==> config.mk <==
export PLATFORM = sky130hd
export DESIGN_NAME = jx2_ex_padd_pipe
export DESIGN_NICKNAME = d
export VERILOG_FILES = /design/src/rtl/jx2_alu_pkg.sv /design/src/rtl/jx2_alu_seg8.sv /design/src/rtl/jx2_ex_padd_pipe.sv
export SDC_FILE = /design/constraint.sdc
export NUM_CORES = 1
export LEC_CHECK = 0
export CELL_PAD_IN_SITES_DETAIL_PLACEMENT = 1
export CELL_PAD_IN_SITES_GLOBAL_PLACEMENT = 1
export CORE_UTILIZATION = 43
export CTS_BUF_LIST = sky130_fd_sc_hd__clkbuf_8
export CTS_CLUSTER_SIZE = 20
export DETAILED_ROUTE_END_ITERATION = 16
export PLACE_DENSITY = 0.81
export SLEW_MARGIN = 0
export SYNTH_ARGS = -nofsm -noshare
export SYNTH_HDL_FRONTEND = slang
export SYNTH_SLANG_ARGS = --single-unit
==> constraint.sdc <==
create_clock -name clock -period 10.4 [get_ports clock]
set_clock_uncertainty 0.2 [all_clocks]
set_input_delay 2.08 -clock clock [delete_from_list [all_inputs] [get_ports clock]]
set_output_delay 2.08 -clock clock [all_outputs]
set_load 0.1 [all_outputs]
==> src/rtl/jx2_alu_pkg.sv <==
// Purpose: shared encodings and lane helpers for the packed add/subtract datapath.
// Latency: n/a (types, constants and pure functions only).
// Backpressure: n/a.
//
// Contents:
//   SEG_WIDTH      carry-select segment width (byte granularity)
//   lane_e         lane-size encodings LANE_B/W/L/Q (8/16/32/64 bits)
//   sat_e          saturation encodings SAT_NONE/SAT_S/SAT_U (SAT_RSVD folds to wrap)
//   lane_first_seg true when a segment is the lowest segment of its lane
//   lane_last_seg  index of the highest segment in the lane holding a segment
package jx2_alu_pkg;

  localparam int SEG_WIDTH = 8;

  typedef enum logic [1:0] {
    LANE_B = 2'b00,
    LANE_W = 2'b01,
    LANE_L = 2'b10,
    LANE_Q = 2'b11
  } lane_e;

  typedef enum logic [1:0] {
    SAT_NONE = 2'b00,
    SAT_S    = 2'b01,
    SAT_U    = 2'b10,
    SAT_RSVD = 2'b11
  } sat_e;

  // A lane of size code L spans 2^L byte segments, so a segment starts a
  // lane exactly when its low L index bits are zero.
  function automatic logic lane_first_seg(input logic [1:0] lane, input int unsigned seg);
    int unsigned segs_per_lane;
    segs_per_lane = 32'd1 << lane;
    return (seg & (segs_per_lane - 32'd1)) == 32'd0;
  endfunction

  function automatic int unsigned lane_last_seg(input logic [1:0] lane, input int unsigned seg);
    int unsigned segs_per_lane;
    segs_per_lane = 32'd1 << lane;
    return seg | (segs_per_lane - 32'd1);
  endfunction

endpackage

==> src/rtl/jx2_alu_seg8.sv <==
// Purpose: one carry-select byte segment; both candidate sums of a + (sub ? ~b : b).
// Latency: combinational.
// Backpressure: none (pure function of its inputs).
//
// Ports:
//   i_a, i_b   operand bytes (Rm segment, Ri segment)
//   i_sub      invert i_b for subtraction
//   o_sum0     9-bit sum assuming carry-in 0 (bit 8 is the segment carry-out)
//   o_sum1     9-bit sum assuming carry-in 1
//   o_b_sign   sign bit of the (possibly inverted) second operand
module jx2_alu_seg8
  import jx2_alu_pkg::*;
(
  input  logic [SEG_WIDTH-1:0] i_a,
  input  logic [SEG_WIDTH-1:0] i_b,
  input  logic                 i_sub,
  output logic [SEG_WIDTH:0]   o_sum0,
  output logic [SEG_WIDTH:0]   o_sum1,
  output logic                 o_b_sign
);

  logic [SEG_WIDTH-1:0] w_b;

  assign w_b      = i_sub ? ~i_b : i_b;
  assign o_sum0   = {1'b0, i_a} + {1'b0, w_b};
  assign o_sum1   = {1'b0, i_a} + {1'b0, w_b} + {{SEG_WIDTH{1'b0}}, 1'b1};
  assign o_b_sign = w_b[SEG_WIDTH-1];

endmodule

==> src/rtl/jx2_ex_padd_pipe.sv <==
// Purpose: EX-stage packed add/sub (8/16/32/64-bit lanes) with wrap, signed-sat, unsigned-sat and ADC/SBB carry.
// Latency: 2 register stages; operands presented before edge N are on the outputs after edge N+1 (sampled at N+2).
// Backpressure: inHold freezes both stages and the outputs; inValid during hold is dropped, issuer must re-present.
//
// Ports:
//   clock, reset          core clock, synchronous active-high reset (wins over inHold)
//   inValid, inHold       op valid this cycle / pipeline stall
//   inSub, inLane, inSat  add/sub, lane size code, saturation mode (11 behaves as wrap)
//   inCarry               carry-in (add) / not-borrow-in (sub), only for 64-bit lanes in wrap mode
//   regValRm, regValRi    operands
//   outValid, outResult   result valid / packed result
//   outCarry              carry-out of the lowest 64-bit lane (64-bit wrap only)
//   outLaneOvf            per-byte flag: lane saturated (sat modes) or signed-overflowed (wrap)
module jx2_ex_padd_pipe #(
  parameter int DATA_WIDTH = 64,
  parameter int SEG_WIDTH  = 8
) (
  input  logic                      clock,
  input  logic                      reset,
  input  logic                      inValid,
  input  logic                      inHold,
  input  logic                      inSub,
  input  logic [1:0]                inLane,
  input  logic [1:0]                inSat,
  input  logic                      inCarry,
  input  logic [DATA_WIDTH-1:0]     regValRm,
  input  logic [DATA_WIDTH-1:0]     regValRi,
  output logic                      outValid,
  output logic [DATA_WIDTH-1:0]     outResult,
  output logic                      outCarry,
  output logic [DATA_WIDTH/8-1:0]   outLaneOvf
);

  import jx2_alu_pkg::*;

  localparam int NSEG   = DATA_WIDTH / SEG_WIDTH;
  localparam int SIDX_W = $clog2(NSEG);
  // Highest segment of the lowest 64-bit lane; its carry-out feeds outCarry.
  localparam int Q_LAST = (64 / SEG_WIDTH) - 1;

  // ---------------------------------------------------------------------------
  // Stage 1: per-segment candidate sums
  // ---------------------------------------------------------------------------
  logic [NSEG-1:0][SEG_WIDTH:0] w_sum0;
  logic [NSEG-1:0][SEG_WIDTH:0] w_sum1;
  logic [NSEG-1:0]              w_a_sign;
  logic [NSEG-1:0]              w_b_sign;

  for (genvar g = 0; g < NSEG; g++) begin : g_seg
    jx2_alu_seg8 u_seg (
      .i_a      (regValRm[g*SEG_WIDTH +: SEG_WIDTH]),
      .i_b      (regValRi[g*SEG_WIDTH +: SEG_WIDTH]),
      .i_sub    (inSub),
      .o_sum0   (w_sum0[g]),
      .o_sum1   (w_sum1[g]),
      .o_b_sign (w_b_sign[g])
    );
    assign w_a_sign[g] = regValRm[g*SEG_WIDTH + SEG_WIDTH - 1];
  end

  logic                         r_s1_vld;
  logic                         r_s1_sub;
  logic [1:0]                   r_s1_lane;
  logic [1:0]                   r_s1_sat;
  logic                         r_s1_cin;
  logic [NSEG-1:0][SEG_WIDTH:0] r_s1_sum0;
  logic [NSEG-1:0][SEG_WIDTH:0] r_s1_sum1;
  logic [NSEG-1:0]              r_s1_a_sign;
  logic [NSEG-1:0]              r_s1_b_sign;

  always_ff @(posedge clock) begin
    if (reset) begin
      r_s1_vld    <= 1'b0;
      r_s1_sub    <= 1'b0;
      r_s1_lane   <= 2'b00;
      r_s1_sat    <= 2'b00;
      r_s1_cin    <= 1'b0;
      r_s1_sum0   <= '0;
      r_s1_sum1   <= '0;
      r_s1_a_sign <= '0;
      r_s1_b_sign <= '0;
    end else if (!inHold) begin
      r_s1_vld    <= inValid;
      r_s1_sub    <= inSub;
      r_s1_lane   <= inLane;
      // Reserved mode is folded to wrap here so stage 2 sees only three modes.
      r_s1_sat    <= (inSat == SAT_RSVD) ? SAT_NONE : inSat;
      r_s1_cin    <= inCarry;
      r_s1_sum0   <= w_sum0;
      r_s1_sum1   <= w_sum1;
      r_s1_a_sign <= w_a_sign;
      r_s1_b_sign <= w_b_sign;
    end
  end

  // ---------------------------------------------------------------------------
  // Stage 2: carry resolution, then per-lane overflow and saturation
  // ---------------------------------------------------------------------------
  logic                          w_lane_cin;
  logic [NSEG-1:0][SEG_WIDTH-1:0] w_raw;
  logic [NSEG-1:0]               w_cout;

  // Only 64-bit wrap lanes take the external carry; every other lane starts
  // with the +1 that completes two's-complement subtraction (or 0 for add).
  assign w_lane_cin = (r_s1_lane == LANE_Q && r_s1_sat == SAT_NONE) ? r_s1_cin : r_s1_sub;

  always_comb begin
    logic c;
    c      = 1'b0;
    w_raw  = '0;
    w_cout = '0;
    for (int s = 0; s < NSEG; s++) begin
      // The chain is cut at each lane boundary by reloading the lane carry.
      if (lane_first_seg(r_s1_lane, s)) c = w_lane_cin;
      w_raw[s]  = c ? r_s1_sum1[s][SEG_WIDTH-1:0] : r_s1_sum0[s][SEG_WIDTH-1:0];
      c         = c ? r_s1_sum1[s][SEG_WIDTH] : r_s1_sum0[s][SEG_WIDTH];
      w_cout[s] = c;
    end
  end

  logic [NSEG-1:0][SEG_WIDTH-1:0] w_res;
  logic [NSEG-1:0]                w_flag;

  always_comb begin
    logic [SIDX_W-1:0] last;
    logic a_s, b_s, r_s, sovf, lc, hi;
    last   = '0;
    a_s    = 1'b0;
    b_s    = 1'b0;
    r_s    = 1'b0;
    sovf   = 1'b0;
    lc     = 1'b0;
    hi     = 1'b0;
    w_res  = '0;
    w_flag = '0;
    for (int s = 0; s < NSEG; s++) begin
      // Every byte looks at the top segment of its own lane for the lane's
      // sign and carry, so the whole lane saturates and flags together.
      last = SIDX_W'(lane_last_seg(r_s1_lane, s));
      a_s  = r_s1_a_sign[last];
      b_s  = r_s1_b_sign[last];
      r_s  = w_raw[last][SEG_WIDTH-1];
      sovf = (a_s == b_s) && (r_s != a_s);
      lc   = w_cout[last];
      hi   = (last == SIDX_W'(s));

      w_res[s]  = w_raw[s];
      w_flag[s] = 1'b0;
      case (r_s1_sat)
        SAT_S: begin
          if (sovf) begin
            // Negative operands overflow towards 0x80..00, positive towards 0x7F..FF.
            if (a_s) w_res[s] = hi ? 8'h80 : 8'h00;
            else     w_res[s] = hi ? 8'h7F : 8'hFF;
            w_flag[s] = 1'b1;
          end
        end
        SAT_U: begin
          if (!r_s1_sub && lc) begin
            w_res[s]  = 8'hFF;
            w_flag[s] = 1'b1;
          end else if (r_s1_sub && !lc) begin
            w_res[s]  = 8'h00;
            w_flag[s] = 1'b1;
          end
        end
        default: w_flag[s] = sovf;
      endcase
    end
  end

  always_ff @(posedge clock) begin
    if (reset) begin
      outValid   <= 1'b0;
      outResult  <= '0;
      outCarry   <= 1'b0;
      outLaneOvf <= '0;
    end else if (!inHold) begin
      outValid   <= r_s1_vld;
      outResult  <= w_res;
      outCarry   <= (r_s1_lane == LANE_Q && r_s1_sat == SAT_NONE) ? w_cout[Q_LAST] : 1'b0;
      outLaneOvf <= r_s1_vld ? w_flag : '0;
    end
  end

endmodule

# Word level (Yosys, flattened, before mapping)
# Index checks and enable logic that the tools add are counted.
# word_totals
register_bits,241
in_bits,138
output_inout_bits,74
elab_cells,303
# classes
n_addsub,17
magnitude_cmp,7
n_eq_ne,20
n_shift,1
n_mux,177
n_bitwise,8
reduce_logical,46
# ops
cell,n
8-bit 2-to-1 mux,73
32-bit logical NOT,7
8-bit one-hot mux with 2 select lines,8
8-bit by 8-bit adder with 9-bit output,8
"9-bit by 1-bit adder with 9-bit output, second input constant",8
1-bit 2-to-1 mux,71
8-bit NOT,8
8-bit binary-select mux with 2-bit select,3
"3-bit by 4-bit < comparator with 1-bit output, second input constant",7
1-bit logical AND,25
8-bit binary-select mux with 3-bit select,1
1-bit binary-select mux with 2-bit select,9
1-bit one-hot mux with 2 select lines,8
1-bit binary-select mux with 3-bit select,3
1-bit logical NOT,9
1-bit == test,8
2-bit logical NOT,4
1-bit inequality test,8
"2-bit == test, second input constant",3
3-bit logical NOT,1
"1-bit by 2-bit left shift with 3-bit output, first input constant",1
"3-bit by 1-bit subtractor with 3-bit output, second input constant",1
"2-bit by 1-bit == test with 1-bit output, second input constant",1
2-bit 2-to-1 mux,1

# Depth between registers and ports, before layout
# depth
ltp_word,26
ltp_mapped,21
mapped_depth_nobuf,19

# Hierarchy
# A second synthesis with hierarchy kept.
# hier_totals
cells_unflattened,1916
area_unflattened_um2,16781.1
# modules_own_cells
module,n_inst,cells_each,area_per_inst_um2,seq_area_each_um2
jx2_ex_padd_pipe,1,1361,12049.1,4824.6
jx2_alu_seg8 at g_seg[1].u_seg ...,5,69,581.8,0.0
jx2_alu_seg8 at g_seg[0].u_seg ...,2,70,604.3,0.0
jx2_alu_seg8 at g_seg[4].u_seg,1,70,614.3,0.0

# Least setup slack after synthesis
# No wires, ideal clock.
# synth_timing
kind,input to register
start,in inSub
end,reg r_s1_sum1[35] (netlist bit)
setup_ps,117
t_arrival_ps,4999
required_ps,10083
setup_slack_ps,5085
cell_stages,15
n_path_buf,2
cell_sequence,clkbuf_1 -> buf_1 -> xor2_1 -> ha_1 -> inv_1 -> fa_1 -> inv_1 -> a21oi_1 -> o21bai_1 -> a21oi_1 -> o21bai_1 -> xor2_1 -> nand3_1 -> xnor2_1 -> a22o_1
# synth_between
elab_chain_len,3
# synth_lines
item,line,rtl
start: declaration,jx2_ex_padd_pipe.sv:22,"input logic inSub,"
8-bit 2-to-1 mux,jx2_alu_seg8.sv:24,assign w_b = i_sub ? ~i_b : i_b;
8-bit by 8-bit adder with 9-bit output,jx2_alu_seg8.sv:26,"assign o_sum1 = {1'b0, i_a} + {1'b0, w_b} + {{SEG_WIDTH{1'b0}}, 1'b1};"
9-bit by 1-bit adder with 9-bit output,jx2_alu_seg8.sv:26,
end signal: assignment,jx2_ex_padd_pipe.sv:90,r_s1_sum1 <= w_sum1;
end: declaration,jx2_ex_padd_pipe.sv:67,logic [NSEG-1:0][SEG_WIDTH:0] r_s1_sum1;
# No other way between the ends.
# A chain may end at the register's enable or synchronous reset.

# Worst setup path after layout
# layout_timing
start,reg r_s1_lane[1]
end,reg outResult[29]
# layout_between
elab_chain_len,25
elab_cells_between_ends,48
cone_classes,add/sub: 1; eq/ne: 3; shift: 1; mux: 31; reduce/logical: 12
# layout_lines
item,line,rtl
start: declaration,jx2_ex_padd_pipe.sv:63,logic [1:0] r_s1_lane;
start signal: assignment,jx2_ex_padd_pipe.sv:85,r_s1_lane <= inLane;
branches (longest 24 deep; another with 3-bit by 1-bit subtractor with 3-bit output),--,
8-bit one-hot mux with 2 select lines (*),jx2_ex_padd_pipe.sv:149,case (r_s1_sat)
end signal: assignment,jx2_ex_padd_pipe.sv:180,outResult <= w_res;
end: declaration,jx2_ex_padd_pipe.sv:29,"output logic [DATA_WIDTH-1:0] outResult,"
# Every way passes the cells marked *. The select of a mux whose other input is x is not followed.

==> impl_metrics.yaml <==
run_status:
  status: "finished with violations"
  violations: "design-rule violations"
worst_setup_path:
  worstPathMaxFanout: 34
  cp.required_ns: 10.65
  start_kind: "flop"
  arrival_ns: 6.97
  critPathKind: "flop to flop"
  rr_worst_depth: 18
  r2r-start: "r_s1_lane[1]"
  r2r_end: "outResult[29]"
  ff2ff_setup_slack_ns: 3.68
  end_kind: "flop"
sta:
  setup_violations: 0
  tightest_slew_ns: 1.20
  hold_viol: 0
  whs_ns: 0.254
  setup_slack_ns: 3.68
  slew_headroom: 0.197
  rsz0062_at_grt: "no"
  slew_violations: 0
  clock.fmax_mhz: 149
  period_needed_ns: 6.72
  finalCritPeriodShare: 0.646
  tns_ns: 0
logic_synthesis:
  synth.avg_cell_area_um2: 8.13
  ys.warnings.count: 0
  netlist-cell-type-count: 72
  synth_top_cell_area_share: 0.306
  syn_area_mm2: 0.0157
  ys.flop_type: "dfxtp_1"
  ys_ff_latch: 241
  synth_largest_area_cell: "dfxtp_1"
  postSynthCellCount: 1936
  synth_area_leaders: "dfxtp_1 (31%), mux2i_1 (9.7%), ha_1 (7.5%), nor2_1 (6.7%), a21oi_1 (5.5%)"
  synth_enable_flop_cells: 0
  ys_seq_area_frac: 0.306
  synthArstFlopShare: 0
  synthesis.nets: 2176
placed_design:
  place_hpwl_um: 37100
  preCtsSetupSlack_ns: 3.85
  dp.cells: 2513
  numPortBuffers: 211
  place.gp.congestion: 0.898
clock_network:
  cts-hold-fix-buffers: 0
  clock-sinks: 241
  clockBufferDepth: 3
  clkLatencyLatePin_ns: 0.56
  cts_tree: "done"
  htreeDepth: 2
  cts_root_buf: "clkbuf_8"
  cts-resized-gates: 0
  postCtsSetupBuffers: 0
  cts_buffers: 44
  clkTransAtPathRegs_ns: 0.07
power_and_ir_drop:
  p_int_mw: 2.02
  p_clk_frac: 0.304
  p_leak_nw: 8.30
  pwr-share-seq: 0.343
  vdd_drop_max_mv: 0.0899
  combPwrFrac: 0.354
  power_switching_share: 0.373
  powerDensity_mw_per_mm2: 168
  netSwitchingPower_mw: 1.20
final_layout:
  final_nets: 2338
  layout_common_cells: "nor2_1 (281), dfxtp_1 (241), clkdlybuf4s50_1 (208), a21oi_1 (173), mux2i_1 (152)"
  drive_gt1_frac: 0.0520
  fin_cells: 2595
  area_growth_pct: 21.3
  final_common_cell: "nor2_1"
  antenna_cells: 0
grt:
  antenna_found_initial: 2
  overflow: 0
  grt_max_degree: 124
  track_usage: 0.262
  grt_pass1_wl_um: 80000
  grt_pass1_vias: 14900
floorplan:
  io_pins: 212
  dieWidth_um: 193
  core_area_mm2: 0.0358
  die_h_um: 193
  die-area_mm2: 0.0374
  initial_core_util: 0.440
  rows: 69
drt:
  wire_per_inst_um: 19.2
  drtAntennaViolNets: 0
  routed_wl_um: 49800
  vias_per_cell: 5.64
  drc: 8
  vias: 14600
  drt_first_iter_violations: 892
  drt_pass1_iterations: 11
min_path:
  min_to: "outLaneOvf[7]"
  hold_start: "outLaneOvf[7]"
  min_path_cells: 2
  min_path_type: "flop to flop"
run:
  drv_cap: 0
-- metal layers --
layer,part of all wire,track usage
met5,0,0
met1,0.48,0.362
met3,0.047,0.0345
met2,0.46,0.430
met4,0.017,0.0658
-- logic make-up (layout without fill, tap and decap cells) --
kind of cell | after synthesis | after routing | share of synthesized area
compound gates | 493 | 493 | 0.201
xor+xnor | 169 | 169 | 0.0940
fa+ha+maj | 102 | 102 | 0.0849
buf+inv | 229 | 427 | 0.0555
flops | 241 | 241 | 0.306
mux | 162 | 162 | 0.105
simple gates | 540 | 540 | 0.153
-- cell type report --
cell class	instances	area [um^2]
clock buffers	62	853
clock inverters	20	120
fillers	4261	16700
inverters	121	454
multi-input cells	1466	10100
flip-flops and latches	241	4820
well taps	461	577
repair buffers	224	2210
-- Yosys cell counts (all sizes together), types with 45 or more instances --
library cell / number
nor2: 281
dfxtp: 241
a21oi: 173
mux2i: 153
inv: 120
ha: 94
xor2: 87
nand2: 86
o21ai: 86
xnor2: 82
clkbuf: 77
a21o: 45
-- stage by stage --
stage               instance area [um^2]  power [mW]   util
floorplan                          15700        1.93      -
global placement                   18100        2.20  0.506
detailed placement                 18100        2.25  0.506
CTS                                19100        3.23  0.533
global route                       19100        3.40  0.533
finish                             19100        3.22  0.533
-- power by group through the flow --
stage,registers (mW),clock network (mW),logic [mW]
global placement,1.12,0,1.09
CTS,1.10,0.994,1.14
global route,1.11,1.04,1.24
detailed placement,1.12,0,1.13
finish,1.10,0.977,1.14
floorplan,1.24,0,0.683
-- critical path, cell delays in order, from the launching register on --
cell and delay, ns:
dfxtp_1 0.62, buf_4 0.45, nor3b_2 0.14, a311o_1 0.32, a211oi_1 0.26, buf_4 0.26
o2111a_1 0.45, o21a_1 0.19, or2_1 0.49, mux2i_4 0.59, mux2i_1 0.49, inv_1 0.25
o21ai_0 0.33, inv_1 0.08, ha_1 0.26, and3_1 0.23, a41oi_1 0.55, a221oi_1 0.24
a21o_1 0.20
-- worst max path at each step --
stage                               end  depth (start not counted)          from
after floorplan           r_s1_sum1[35]                         15         inSub
after global placement    outResult[27]                         18  r_s1_lane[1]
after detailed placement  outResult[29]                         18  r_s1_lane[1]
after CTS                 outResult[29]                         18  r_s1_lane[1]
after global routing      outResult[29]                         18  r_s1_lane[1]
final                     outResult[29]                         18  r_s1_lane[1]
-- registers in the layout, summed over array words and instances, names as in the netlist --
| register | cells |
|---|---|
| outCarry | 1 |
| outValid | 1 |
| r_s1_sat | 2 |
| r_s1_vld | 1 |
| r_s1_sum0 | 72 |
| outLaneOvf | 8 |
| r_s1_sub | 1 |
| outResult | 64 |
| r_s1_cin | 1 |
| r_s1_lane | 2 |
| r_s1_b_sign | 8 |
| r_s1_a_sign | 8 |
| r_s1_sum1 | 72 |
(Power assumes the default switching activity.)
